## config.mk

```make
export PLATFORM = sky130hd
export DESIGN_NAME = inst_fetch
export DESIGN_NICKNAME = d
export VERILOG_FILES = /design/src/rtl/inst_fetch.sv
export SDC_FILE = /design/constraint.sdc
export NUM_CORES = 1
export LEC_CHECK = 0
export CAP_MARGIN = 20
export CELL_PAD_IN_SITES_DETAIL_PLACEMENT = 0
export CELL_PAD_IN_SITES_GLOBAL_PLACEMENT = 1
export CORE_MARGIN = 3
export CORE_UTILIZATION = 40
export CTS_CLUSTER_SIZE = 12
export DETAILED_ROUTE_END_ITERATION = 10
export MAX_ROUTING_LAYER = met4
export PLACE_DENSITY_LB_ADDON = 0.1
export SLEW_MARGIN = 0
export SYNTH_ARGS = -nofsm -noshare
export SYNTH_HDL_FRONTEND = slang
export SYNTH_SLANG_ARGS = --single-unit
```

## constraint.sdc

```tcl
create_clock -name clk_i -period 3.1 [get_ports clk_i]
set_input_delay 0.62 -clock clk_i [delete_from_list [all_inputs] [get_ports clk_i]]
set_output_delay 0.62 -clock clk_i [all_outputs]
set_load 0.05 [all_outputs]
```

## src/rtl/inst_fetch.sv

```systemverilog
// Instruction fetch unit: bus master for the instruction port, PC sequencing,
// and an 8-entry circular return stack for jsb/ret.
module inst_fetch (
    input  logic        clk_i,
    input  logic        rst_i,
    output logic        inst_cyc_o,
    output logic        inst_stb_o,
    output logic [11:0] inst_adr_o,
    input  logic        inst_ack_i,
    input  logic [17:0] inst_dat_i,
    output logic [17:0] ir_o,
    output logic        ir_valid_o,
    input  logic        next_i,
    input  logic [2:0]  pc_sel_i,
    input  logic [11:0] target_i,
    input  logic [7:0]  disp_i,
    output logic [11:0] pc_o,
    output logic        stk_ovf_o,
    output logic        stk_unf_o
);

    typedef enum logic [1:0] {
        IDLE  = 2'd0,
        FETCH = 2'd1,
        HOLD  = 2'd2
    } state_t;

    localparam logic [2:0] SEL_SEQ    = 3'd0;
    localparam logic [2:0] SEL_JUMP   = 3'd1;
    localparam logic [2:0] SEL_BRANCH = 3'd2;
    localparam logic [2:0] SEL_JSB    = 3'd3;
    localparam logic [2:0] SEL_RET    = 3'd4;

    state_t      state_r;
    logic [11:0] pc_r;
    logic [17:0] ir_r;
    logic        ir_valid_r;
    logic [2:0]  stk_ptr_r;
    logic [3:0]  stk_depth_r;
    logic        stk_ovf_r;
    logic        stk_unf_r;
    logic [11:0] stack_r [8];

    logic [11:0] pc_inc_s;
    logic [11:0] disp_ext_s;
    logic [2:0]  pop_ptr_s;
    logic [11:0] next_pc_s;
    logic        do_push_s;
    logic        do_pop_s;
    logic        advance_s;

    // Next-PC selection and return-stack push/pop decode
    always_comb begin
        pc_inc_s   = pc_r + 12'd1;
        disp_ext_s = {{4{disp_i[7]}}, disp_i};
        pop_ptr_s  = stk_ptr_r - 3'd1;
        advance_s  = (state_r == HOLD) && next_i;
        next_pc_s  = pc_inc_s;
        do_push_s  = 1'b0;
        do_pop_s   = 1'b0;
        case (pc_sel_i)
            SEL_SEQ:    next_pc_s = pc_inc_s;
            SEL_JUMP:   next_pc_s = target_i;
            SEL_BRANCH: next_pc_s = pc_inc_s + disp_ext_s;
            SEL_JSB: begin
                next_pc_s = target_i;
                do_push_s = 1'b1;
            end
            SEL_RET: begin
                // An empty stack still reads the slot below the pointer.
                next_pc_s = stack_r[pop_ptr_s];
                do_pop_s  = 1'b1;
            end
            default:    next_pc_s = pc_inc_s;
        endcase
    end

    // Control FSM, PC, instruction register and stack bookkeeping
    always_ff @(posedge clk_i) begin
        if (rst_i) begin
            state_r     <= IDLE;
            pc_r        <= 12'd0;
            ir_r        <= 18'd0;
            ir_valid_r  <= 1'b0;
            stk_ptr_r   <= 3'd0;
            stk_depth_r <= 4'd0;
            stk_ovf_r   <= 1'b0;
            stk_unf_r   <= 1'b0;
        end else begin
            case (state_r)
                IDLE: state_r <= FETCH;
                FETCH: begin
                    if (inst_ack_i) begin
                        ir_r       <= inst_dat_i;
                        ir_valid_r <= 1'b1;
                        state_r    <= HOLD;
                    end
                end
                HOLD: begin
                    if (next_i) begin
                        pc_r       <= next_pc_s;
                        ir_valid_r <= 1'b0;
                        state_r    <= FETCH;
                        if (do_push_s) begin
                            stk_ptr_r <= stk_ptr_r + 3'd1;
                            if (stk_depth_r == 4'd8) begin
                                stk_ovf_r <= 1'b1;
                            end else begin
                                stk_depth_r <= stk_depth_r + 4'd1;
                            end
                        end
                        if (do_pop_s) begin
                            stk_ptr_r <= pop_ptr_s;
                            if (stk_depth_r == 4'd0) begin
                                stk_unf_r <= 1'b1;
                            end else begin
                                stk_depth_r <= stk_depth_r - 4'd1;
                            end
                        end
                    end
                end
                default: state_r <= IDLE;
            endcase
        end
    end

    // Return-stack storage; a full stack overwrites its oldest slot
    always_ff @(posedge clk_i) begin
        if (!rst_i && advance_s && do_push_s) begin
            stack_r[stk_ptr_r] <= pc_inc_s;
        end
    end

    assign inst_cyc_o = (state_r == FETCH);
    assign inst_stb_o = (state_r == FETCH);
    assign inst_adr_o = pc_r;
    assign pc_o       = pc_r;
    assign ir_o       = ir_r;
    assign ir_valid_o = ir_valid_r;
    assign stk_ovf_o  = stk_ovf_r;
    assign stk_unf_o  = stk_unf_r;

endmodule

```

==> out/qor.csv <==
stage,metric,value,unit
outcome,status,"finished, final reports clean",
grt,vias in the first global route,4384,
floorplanning,Die Span X,132,um
power_and_ir_drop,worst vdd ir,0.358,mV
cts,worst skew pair latency,0.42,ns
placed_design,Port Buffers,91,
worst_setup_path,CP startpoint kind,flop,
power_and_ir_drop,combinational share of power,8.5,%
final_layout,Diodes inserted,0,
synth,Post-synth EDFFs,96,
cts,clock root buffer,clkbuf_16,
cts,Worst-path clk slew,0.06,ns
synth,Syn Inst Count,509,
floorplanning,core area,15400,um^2
routing,"antenna viol nets, final",0,
final_layout,layout cells sized above 1,17.7,%
routing,met3 wire length,896,um
routing,Top Metal Used,met4,
synth,Ys Warns,0,
synth,syn_nets,572,
synth,ys flop type,edfxtp_1,
worst_setup_path,CP endpoint kind,flop,
synth,Yosys cell types,49,
timing,fin crit share,95.5,%
synth,synthesized area,6370,um^2
power_and_ir_drop,Clk network pwr share,47.7,%
final_layout,most frequent cells in the layout,"edfxtp_1, clkdlybuf4s50_1, nand2_1",
routing,routed length on met2,7900,um
timing,final setup fails,0,
final_layout,Area Overhead vs Synth,30.7,%
routing,DRT Wirelength,17000,um
synth,post-synthesis async set-or-reset flop share,0,%
floorplanning,Die H,132,um
routing,# DRC,0,
floorplanning,Placement Rows,45,
final_layout,Finished Layout Cells,844,
worst_setup_path,crit-path max cell delay,0.39,ns
worst_setup_path,Crit-path slowest cell,dfxtp_2,
routing,post-DR wirelength/cell,20.2,um
synth,Synth Area per Inst,12.5,um^2
grt,grt ovf,0,
synth,"Seq/Total Area, Yosys",58.5,%
power_and_ir_drop,Switching Fraction,21.5,%
job,Max Cap Viol,0,
routing,drt pass-1 iters,5,
placed_design,GPL Wtd Cong,0.840,
worst_setup_path,CP Max Fanout,6,
floorplanning,Starting Density,41.4,%
timing,normalized max-slew margin,63.0,%
worst_setup_path,Critical Path AT,3.27,ns
floorplanning,Top Ports,92,
power_and_ir_drop,pwr/cell area,547,nW/um^2
grt,initial antenna violation count,0,
worst_setup_path,CP Buf/Inv Count,0,
floorplanning,die area,17500,um^2
power_and_ir_drop,sequential share of power,43.8,%
cts,clk sinks,138,
final_layout,"commonest non-fill, non-tap cell in the layout",edfxtp_1,
timing,Tmin final,2.96,ns
cts,cts bufs inserted,17,
final_layout,nets@finish,683,
final_layout,"Core Util, Final",54.2,%
worst_setup_path,"Largest delay share family, worst path",compound AO/OA/AOI/OAI gates,
routing,Metal-1 WL,7930,um
grt,pin count of the biggest net entering global routing,43,
placed_design,placed instance count,812,
power_and_ir_drop,Pleak,2.83,nW
cts,htree depth,4,
placed_design,DP HPWL,12100,um
power_and_ir_drop,Int Power,3.58,mW
timing,Fmax,338,MHz
grt,first-pass GRT wire length,26000,um
cts,Max clock buf depth,2,
timing,Slew @ Worst Pin,0.555,ns
timing,Slew Limit Fails,0,
grt,Total GRT Usage,20.4,%
timing,Worst Skew,0.00886,ns
worst_hold_path,HP Class,flop to flop,
worst_setup_path,cells along the critical path,ha_2 > nand4_1 > nor2_1 > xor2_1 > ha_2 > a211oi_2 > nor2_1 > o31ai_1 > o211ai_1 > xnor2_1 > a2111oi_2,
timing,final hold vios,0,
power_and_ir_drop,P_sw,978,uW
worst_setup_path,Worst EP required,3.41,ns
worst_setup_path,CP Class,flop to flop,
routing,DR vias/cell,5.37,
cts,CTS tree,yes,
routing,initial DRC count,320,
routing,via count,4532,
synth,Yosys reg bits,138,
==> power by group through the flow <==
stage,registers [mW],logic (mW),clock network (mW)
after floorplan,2.09,0.171,0
after global placement,2.03,0.383,0
after detailed placement,2.03,0.385,0
after CTS,1.99,0.387,2.21
after global routing,2.00,0.414,2.29
final,1.99,0.388,2.17
==> synthesized netlist by cell type, types with 2 or more instances <==
| cell | n | share of area, % |
|---|---|---|
| a22oi_1 | 4 | 0.47 |
| o21ai_0 | 15 | 1.2 |
| nor3_1 | 10 | 0.79 |
| buf_2 | 6 | 0.47 |
| a221oi_1 | 9 | 1.2 |
| nor2b_1 | 4 | 0.39 |
| buf_4 | 15 | 1.8 |
| a21o_1 | 3 | 0.35 |
| ha_1 | 17 | 3.3 |
| clkbuf_1 | 17 | 1.0 |
| and3_1 | 3 | 0.29 |
| or3_1 | 4 | 0.39 |
| nor3b_1 | 3 | 0.35 |
| nor2_1 | 32 | 1.9 |
| a41oi_1 | 2 | 0.28 |
| or2_2 | 2 | 0.20 |
| dfxtp_1 | 42 | 13 |
| inv_1 | 11 | 0.65 |
| xnor2_1 | 13 | 1.8 |
| nand4_1 | 2 | 0.20 |
| xor2_1 | 9 | 1.2 |
| a311oi_1 | 3 | 0.41 |
| and2_1 | 3 | 0.29 |
| o211ai_1 | 6 | 0.71 |
| a211oi_1 | 5 | 0.59 |
| a21oi_1 | 51 | 4.0 |
| nand2b_1 | 3 | 0.29 |
| edfxtp_1 | 96 | 45 |
| mux4_2 | 24 | 8.5 |
| nand2_1 | 61 | 3.6 |
| a221o_1 | 8 | 1.3 |
| nand3_1 | 9 | 0.71 |
==> per-stage QoR <==
step / TNS [ns] / power, mW / hold WS (ns) / cell area [um^2] / worst slack (ns)
3_5_place_dp: 0 / 2.42 / 0.448 / 7670 / 0.127
4_1_cts: 0 / 4.60 / 0.453 / 8300 / 0.0720
5_1_grt: -0.0399 / 4.70 / 0.470 / 8330 / -0.0399
6_report: 0 / 4.56 / 0.452 / 8330 / 0.139
3_3_place_gp: 0 / 2.41 / 0.441 / 7670 / 0.212
2_1_floorplan: 0 / 2.26 / 0.490 / 6370 / 0.0204
==> repair_timing <==
| item | 4_1_cts | 5_1_grt |
|---|---|---|
| setup buffers | 0 | 0 |
| setup endpoints to repair | 0 | 4 |
| hold buffers | 0 | 0 |
| endpoints found under the hold margin | 0 | 0 |
| resized for setup | 0 | 6 |
==> metal layers <==
layer  GRT usage, %  up-vias
met5              -        -
met4           6.52        0
met3           4.47       20
met2           30.4      142
met1           28.1     2247
li1               -     2123
==> tightest hold or removal path, delay by kind of cell, from the launching register on <==
family          cells  cell delay [ns]
flops               1             0.30
simple gates        1             0.05
compound gates      1             0.05
==> path summary, 6_finish.rpt <==
| check | start | end | slack, ns | cells after the start |
|---|---|---|---|---|
| setup reg to reg | inst_adr_o[1]$_SDFFE_PP0P_ | inst_adr_o[11]$_SDFFE_PP0P_ | 0.14 | 11 |
| setup / recovery | inst_adr_o[1]$_SDFFE_PP0P_ | inst_adr_o[11]$_SDFFE_PP0P_ | 0.14 | 11 |
| hold / removal | ir_o[10]$_SDFFE_PP0P_ | ir_o[10]$_SDFFE_PP0P_ | 0.45 | 2 |
| hold reg to reg | ir_o[10]$_SDFFE_PP0P_ | ir_o[10]$_SDFFE_PP0P_ | 0.45 | 2 |
==> kinds of logic after synthesis <==
group	share of synthesized area, %
adder cells (fa/ha/maj)	3.65
flip-flops	58.5
buffers and inverters	4.28
AND/OR/NAND/NOR	10.3
XOR/XNOR	3.28
multiplexers	8.49
AO/OA/AOI/OAI	11.5
==> state kept, by name (all words and copies together) (netlist names) <==
register and flops:
ir_o 18, inst_adr_o 12, stk_ovf_o 1, stk_unf_o 1, ir_valid_o 1, stack_r 96, stk_depth_r 4, stk_ptr_r 3
state_r 2
==> layout make-up <==
class / instances / area [um^2]
clock buffers: 23 / 458
clock inverters: 9 / 171
repair buffers: 133 / 1240
well taps: 211 / 264
fillers: 1335 / 7040
inverters: 11 / 41.3
flip-flops and latches: 138 / 3730
multi-input cells: 319 / 2430
No activity file was read; power rests on OpenSTA's default activity.
